--- src/rtl/uart_pkg.sv ---
// Shared UART definitions: frame state encoding, default frame geometry and parity helper.
// Used by the TX core today and intended for the RX core as well.
package uart_pkg;

   localparam int OVERSAMPLE_DEF = 16;
   localparam int DATA_BITS_DEF  = 8;
   localparam int DATA_BITS_MAX  = 8;

   typedef enum logic [2:0] {
      IDLE,
      START,
      DATA,
      PARITY,
      STOP
   } uart_tx_state_e;

   // Parity over the low nbits of data; odd=1 inverts the plain XOR.
   function automatic logic parity_bit(input logic [DATA_BITS_MAX-1:0] data,
                                       input int nbits,
                                       input logic odd);
      logic p;
      p = odd;
      for (int i = 0; i < DATA_BITS_MAX; i++) begin
         if (i < nbits) p = p ^ data[i];
      end
      return p;
   endfunction

endpackage

--- src/rtl/uart_tx_core.sv ---
// UART transmit engine: serialises one latched word LSB-first as start, data,
// optional parity and one or two stop bits, timed by an oversampled baud strobe.
module uart_tx_core
   import uart_pkg::*;
#(
   parameter int DATA_BITS  = DATA_BITS_DEF,
   parameter int OVERSAMPLE = OVERSAMPLE_DEF
) (
   input  logic                 clk,
   input  logic                 rst,
   input  logic                 baud_tick,
   input  logic [DATA_BITS-1:0] tx_data,
   input  logic                 tx_valid,
   output logic                 tx_ready,
   input  logic                 parity_en,
   input  logic                 parity_odd,
   input  logic                 stop2,
   output logic                 tx,
   output logic                 tx_busy,
   output logic                 tx_done
);

   localparam int CW = $clog2(OVERSAMPLE);
   localparam int IW = $clog2(DATA_BITS);
   localparam logic [CW-1:0] TICK_LAST = CW'(OVERSAMPLE - 1);
   localparam logic [IW-1:0] IDX_LAST  = IW'(DATA_BITS - 1);

   uart_tx_state_e       state;
   logic [CW-1:0]        tick_cnt;
   logic [IW-1:0]        bit_idx;
   logic [DATA_BITS-1:0] shreg;
   logic                 par_q;
   logic                 par_en_q;
   logic                 stop2_q;
   logic                 stop_idx;
   logic                 bit_end;

   assign bit_end = baud_tick && (tick_cnt == TICK_LAST);

   always_ff @(posedge clk) begin
      if (rst) begin
         state    <= IDLE;
         tick_cnt <= '0;
         bit_idx  <= '0;
         shreg    <= '0;
         par_q    <= 1'b0;
         par_en_q <= 1'b0;
         stop2_q  <= 1'b0;
         stop_idx <= 1'b0;
         tx       <= 1'b1;
         tx_ready <= 1'b1;
         tx_busy  <= 1'b0;
         tx_done  <= 1'b0;
      end else begin
         tx_done <= 1'b0;
         // Free-running within a bit; every state change below re-clears it.
         if (baud_tick) tick_cnt <= tick_cnt + 1'b1;

         case (state)
            IDLE: begin
               tick_cnt <= '0;
               if (tx_valid) begin
                  shreg    <= tx_data;
                  par_q    <= parity_bit(DATA_BITS_MAX'(tx_data), DATA_BITS, parity_odd);
                  par_en_q <= parity_en;
                  stop2_q  <= stop2;
                  state    <= START;
                  tx       <= 1'b0;
                  tx_ready <= 1'b0;
                  tx_busy  <= 1'b1;
               end
            end

            START: begin
               if (bit_end) begin
                  state    <= DATA;
                  tick_cnt <= '0;
                  bit_idx  <= '0;
                  tx       <= shreg[0];
               end
            end

            DATA: begin
               if (bit_end) begin
                  tick_cnt <= '0;
                  if (bit_idx == IDX_LAST) begin
                     stop_idx <= 1'b0;
                     if (par_en_q) begin
                        state <= PARITY;
                        tx    <= par_q;
                     end else begin
                        state <= STOP;
                        tx    <= 1'b1;
                     end
                  end else begin
                     bit_idx <= bit_idx + 1'b1;
                     shreg   <= shreg >> 1;
                     tx      <= shreg[1];
                  end
               end
            end

            PARITY: begin
               if (bit_end) begin
                  state    <= STOP;
                  tick_cnt <= '0;
                  stop_idx <= 1'b0;
                  tx       <= 1'b1;
               end
            end

            STOP: begin
               if (bit_end) begin
                  tick_cnt <= '0;
                  if (stop2_q && !stop_idx) begin
                     stop_idx <= 1'b1;
                  end else begin
                     // Ready reasserts with done so a held tx_valid starts the next frame with no gap.
                     state    <= IDLE;
                     tx_done  <= 1'b1;
                     tx_ready <= 1'b1;
                     tx_busy  <= 1'b0;
                     tx       <= 1'b1;
                  end
               end
            end

            default: begin
               state    <= IDLE;
               tx       <= 1'b1;
               tx_ready <= 1'b1;
               tx_busy  <= 1'b0;
            end
         endcase
      end
   end

endmodule

--- config.mk ---
export PLATFORM = sky130hd
export DESIGN_NAME = uart_tx_core
export DESIGN_NICKNAME = d
export VERILOG_FILES = /design/src/rtl/uart_pkg.sv /design/src/rtl/uart_tx_core.sv
export SDC_FILE = /design/constraint.sdc
export NUM_CORES = 1
export LEC_CHECK = 0
export BUFFER_PORTS_ARGS = -buffer_cell sky130_fd_sc_hd__buf_2
export CAP_MARGIN = 20
export CORE_MARGIN = 3
export CORE_UTILIZATION = 40
export DETAILED_ROUTE_END_ITERATION = 10
export GPL_TIMING_DRIVEN = 0
export PLACE_DENSITY = 0.67
export SYNTH_ARGS = -nofsm -noshare
export SYNTH_HDL_FRONTEND = slang
export SYNTH_SLANG_ARGS = --single-unit
--- constraint.sdc ---
create_clock -name clk -period 4.8 [get_ports clk]
set_input_delay 0.72 -clock clk [delete_from_list [all_inputs] [get_ports clk]]
set_output_delay 0.72 -clock clk [all_outputs]
set_load 0.02 [all_outputs]
* Word-level counts from Yosys, hierarchy flattened
Cells that the tools add are included.
** Cells by class
- $add $sub $neg :: 2
- Equal/unequal tests :: 15
- Multiplexer cells :: 62
- Bitwise logic cells :: 11
- Reductions and logical operators :: 17
** Operators with widths (number)
- two-way mux 1 bit :: 38
- two-way mux 3 bit :: 11
- two-way mux 8 bit :: 3
- inequality test 2 bit (second input constant) :: 9
- one-hot mux 8 bit (2 select lines) :: 1
- one-hot mux 3 bit (5 select lines) :: 1
- AND reduction 4 bit :: 3
- AND reduction 6 bit :: 2
- one-hot mux 1 bit (3 select lines) :: 3
- two-way mux 4 bit :: 2
- one-hot mux 4 bit (2 select lines) :: 1
- bitwise XOR 1 bit :: 8
- AND reduction 7 bit :: 1
- == test 3 x 2 -> 1 bit (second input constant) :: 2
- == test 3 bit (second input constant) :: 2
- one-hot mux 3 bit (2 select lines) :: 1
- OR reduction 3 bit :: 2
- one-hot mux 1 bit (5 select lines) :: 1
- adder 4 x 1 -> 4 bit (second input constant) :: 1
- == test 4 bit (second input constant) :: 1
- nonzero test 2 bit :: 2
- OR reduction 4 bit :: 1
- adder 3 x 1 -> 3 bit (second input constant) :: 1
- == test 3 x 1 -> 1 bit (second input constant) :: 1
- 6 further kinds :: 9
** Storage, ports and cells
- Register bits after elaboration :: 26
- Bits of input ports :: 15
- Output and inout bits :: 4
- Word-level logic and storage cells :: 119

* Depth between registers and ports, before layout
- Word-level depth :: 29
- Mapped depth :: 6
- Depth with buffers taken out :: 6

* Worst setup path before layout
Ideal clock, no wire load.
- Kind :: input to register
- Start point :: in baud_tick
- End point :: reg shreg[1]
- Setup time :: 0.134 ns
- Arrival time :: 1.724 ns
- Data required time :: 4.666 ns
- Path slack :: 2.941 ns
- Stages :: 6
- Path buffers :: 2
- Cell sequence :: buf_2 -> nand4_4 -> o31ai_4 -> and2_1 -> buf_2 -> a311oi_1
** Between the ends
- Cells in the longest elaborated chain, start to end :: 3
** RTL lines
- start, declared :: RTL line uart_tx_core.sv:11 : input logic baud_tick,
- logical AND 1 bit :: RTL line uart_tx_core.sv:38 : assign bit_end = baud_tick && (tick_cnt == TICK_LAST);
- inequality test 2 bit (no line)
- AND reduction 4 bit (no line)
- end signal, assigned :: RTL line uart_tx_core.sv:63 : shreg <= tx_data;
- end signal, assigned :: RTL line uart_tx_core.sv:97 : shreg <= shreg >> 1;
- end, declared :: RTL line uart_tx_core.sv:31 : logic [DATA_BITS-1:0] shreg;
No other way between the ends.
A chain may end at the register's enable or synchronous reset.

* Final worst setup path
- Start point :: reg bit_idx[0]
- End point :: reg bit_idx[0]
** Between the ends
- Cells in the longest elaborated chain, start to end :: 4
- Elaborated cells on any way between the ends :: 7
- Classes of those cells :: 1 x add/sub; 2 x eq/ne; 3 x mux; 1 x reduce/logical
** RTL lines
- start, declared :: RTL line uart_tx_core.sv:30 : logic [IW-1:0] bit_idx;
- start signal, assigned :: RTL line uart_tx_core.sv:96 : bit_idx <= bit_idx + 1'b1;
- adder 3 x 1 -> 3 bit :: RTL line uart_tx_core.sv:96
- two-way mux 3 bit :: RTL line uart_tx_core.sv:86 : if (bit_idx == IDX_LAST) begin
- two-way mux 3 bit :: RTL line uart_tx_core.sv:84 : if (bit_end) begin
- one-hot mux 3 bit (2 select lines) :: RTL line uart_tx_core.sv:59 : case (state)
Parallel ways exist; a longest one is shown, timed or not. The select of a mux whose other input is x is not followed.

==> impl_metrics.csv <==
group,metric,value,unit
cts,h-tree-depth,1,
finish,layout_common_cells,"dfxtp_1 (26), buf_2 (22), a21oi_1 (16), nand2_1 (16), nor2_1 (12)",
pwr,power_frac_seq,55.9,%
critical_path,cp.arrival,2.18,ns
floorplanning,rows,21,
floorplanning,dieArea,4380,um2
finish,fill_cells,356,
pwr,combPwrFrac,17.2,%
timing,max_freq,0.507,GHz
timing,tns,0,ns
cts,numClockSinks,26,
detailed_routing,via_count,1280,
detailed_routing,drt_iter0_drc,58,
floorplanning,core,3420,um2
floorplanning,die_h,66.2,um
global_route,overflow,0,
finish,num_antenna_cells,0,
critical_path,crit_fanout,7,
timing,finalCritPeriodShare,41.1,%
critical_path,ff2ff_setup_slack,2.83,ns
global_route,antenna_found_initial,0,
critical_path,cp_cell_sequence,"ha_1 -> ha_1 -> or3b_4 -> a211oi_4 -> mux2i_1 -> nor2_1",
global_route,first_global_vias,1238,
pwr,ir_drop,0.143,mV
job,maxCapViolCount,0,
floorplanning,io_pins,19,
placement,port_buffers,16,
floorplanning,die_w,66.2,um
timing,finalCriticalPeriod,1.97,ns
finish,final_common_cell,"dfxtp_1",
detailed_routing,viasPerCell,5.54,
cts,worstSkewPairLatency,0.33,ns
pwr,leakage,0.637,nW
cts,clockRootBuffer,"clkbuf_4",
critical_path,crit_required,5.01,ns
detailed_routing,first_pass_iters,4,
timing,worstMarginPinSlew,0.630,ns
placement,gp_congestion,0.897,
timing,skew,0.0152,ns
detailed_routing,wl,3.23,mm
timing,maxSlewHeadroom,57.6,%
cts,clock_path_buffers,2,
detailed_routing,antenna_left,0,
critical_path,cp_slowest_stage_delay,0.43,ns
timing,whs,0.492,ns
pwr,swShare,26.9,%
placement,dp.cells,227,
timing,grt_setup_unrepaired,"no",
finish,layout.nets,204,
synthesis,syn_inst,165,
cts,clk_pin_slew,0.15,ns
synthesis,ys_ff_latch,26,
synthesis,ys_seq_area_share,35.9,%
synthesis,synth_warnings,0,
pwr,p_sw,0.113,mW
detailed_routing,drc,0,
critical_path,critPathKind,"register to register",
synthesis,syn-num-nets,183,
critical_path,cp-end-kind,"register",
synthesis,syn_area,1450,um2
pwr,cellInternalPower,0.306,mW
timing,hold_viol_final,0,
cts,hold_buffers,0,
global_route,grt_first_pass_wirelength,5.70,mm
cts,cts_setup_buffers,0,
pwr,p_per_area,258,nW/um2
placement,place_hpwl,2.43,mm
critical_path,crit_path_start_kind,"register",
critical_path,slowest_stage,"or3b_4",
cts,cts_resized,0,
global_route,grt_max_degree,15,
hold_path,hp-class,"register to register",
critical_path,worst_path_most_repeated_cell,"ha_1",
finish,fin_cells,231,
pwr,p_clk_share,27.0,%
finish,drive_gt1_share,19.5,%
detailed_routing,wl_per_cell,14.0,um
finish,syn2layout_area_growth,12.0,%
cts,numCtsBuffers,3,
floorplanning,start_util,42.4,%
cts,cts_tree,"yes",
timing,slew_violations,0,
timing,finalSetupViolCount,0,
outcome,outcome,"completed",
synthesis,synth_cell_types,48,
synthesis,postSynthAreaPerCell,8.78,um2
global_route,grt_util_all_layers,16.5,%
==> cell type report <==
cell class,instances,area (um2),area share [%]
Buffer,12,60.1,3.70
Multi-Input combinational cell,124,857,52.8
Timing Repair Buffer,16,80.1,4.93
Sequential cell,26,520,32.1
Tap cell,46,57.6,3.55
Inverter,3,11.3,0.694
Clock buffer,4,36.3,2.24
==> state kept, by name, indices dropped and copies added, names as in the netlist, 3 cells and up <==
signal / count
state: 3
tick_cnt: 4
bit_idx: 3
shreg: 8
==> final timing paths <==
path              startpoint    endpoint  cells past startpoint
setup / recovery  bit_idx[0]  bit_idx[0]                      6
hold / removal      stop_idx    stop_idx                      2
hold reg to reg     stop_idx    stop_idx                      2
setup reg to reg  bit_idx[0]  bit_idx[0]                      6
==> Yosys cell counts, drive strengths merged <==
cell type | n | area share, %
inv | 3 | 0.78
o31ai | 2 | 2.0
clkbuf | 4 | 1.0
o211a | 1 | 0.69
a31oi | 2 | 0.86
nor2 | 14 | 4.0
and2 | 1 | 0.43
a211oi | 3 | 2.8
or4b | 1 | 0.95
nand2 | 16 | 4.1
xnor2 | 4 | 2.4
o21bai | 1 | 0.52
and4 | 1 | 0.60
o211ai | 1 | 0.86
or2 | 1 | 0.43
nor2b | 1 | 0.43
dfxtp | 26 | 36
nand3b | 2 | 1.0
and3 | 1 | 0.43
ha | 3 | 2.6
nand4 | 5 | 3.2
mux2i | 3 | 2.1
nand3 | 7 | 2.4
o221ai | 1 | 0.60
buf | 8 | 3.1
or3b | 3 | 2.0
nand2b | 5 | 2.2
nor4 | 1 | 0.43
a211o | 1 | 0.60
a21boi | 2 | 1.0
nor3 | 4 | 1.4
maj3 | 1 | 0.69
a21o | 2 | 1.0
xor2 | 4 | 2.4
o21a | 4 | 2.1
a311oi | 6 | 3.6
xnor3 | 1 | 1.6
nor3b | 1 | 0.52
a21oi | 16 | 5.5
o21ai | 2 | 0.69
==> metal layers <==
metal,GRT usage [%],routed length (um)
met5,0,0
met4,6.09,49
met3,2.89,181
met2,26.0,1570
met1,22.4,1430
==> critical path, delay by kind of cell (launching register included) <==
kind / cells / cell delay, ns
adder cells (fa/ha/maj): 2 / 0.50
AND/OR/NAND/NOR: 2 / 0.48
flip-flops: 1 / 0.35
AO/OA/AOI/OAI: 1 / 0.32
multiplexers: 1 / 0.21
==> through the flow <==
step           cell area, um2  util [%]  power, mW  setup WS, ns
2_1_floorplan            1450         -      0.290          2.94
4_1_cts                  1620      47.5      0.422          2.83
3_3_place_gp             1590      46.4      0.308          2.77
6_report                 1620      47.5      0.419          2.83
5_1_grt                  1620      47.5      0.439          2.68
3_5_place_dp             1590      46.4      0.311          2.72
==> power groups by stage <==
| stage | Sequential (mW) | Clock [mW] | Combinational [mW] |
|---|---|---|---|
| 6_report | 0.234 | 0.113 | 0.0719 |
| 4_1_cts | 0.234 | 0.115 | 0.0724 |
| 5_1_grt | 0.236 | 0.123 | 0.0801 |
| 3_3_place_gp | 0.238 | 0 | 0.0698 |
| 2_1_floorplan | 0.240 | 0 | 0.0504 |
| 3_5_place_dp | 0.239 | 0 | 0.0720 |
==> kinds of logic after synthesis <==
| kind of cell | count (synthesis) | synth area share, % |
|---|---|---|
| mux | 3 | 2.07 |
| fa+ha+maj | 4 | 3.28 |
| compound gates | 44 | 22.9 |
| buf+inv | 15 | 4.92 |
| xor+xnor | 9 | 6.39 |
| simple gates | 64 | 24.5 |
| flops | 26 | 35.9 |
Power figures use the tool's default switching activity.
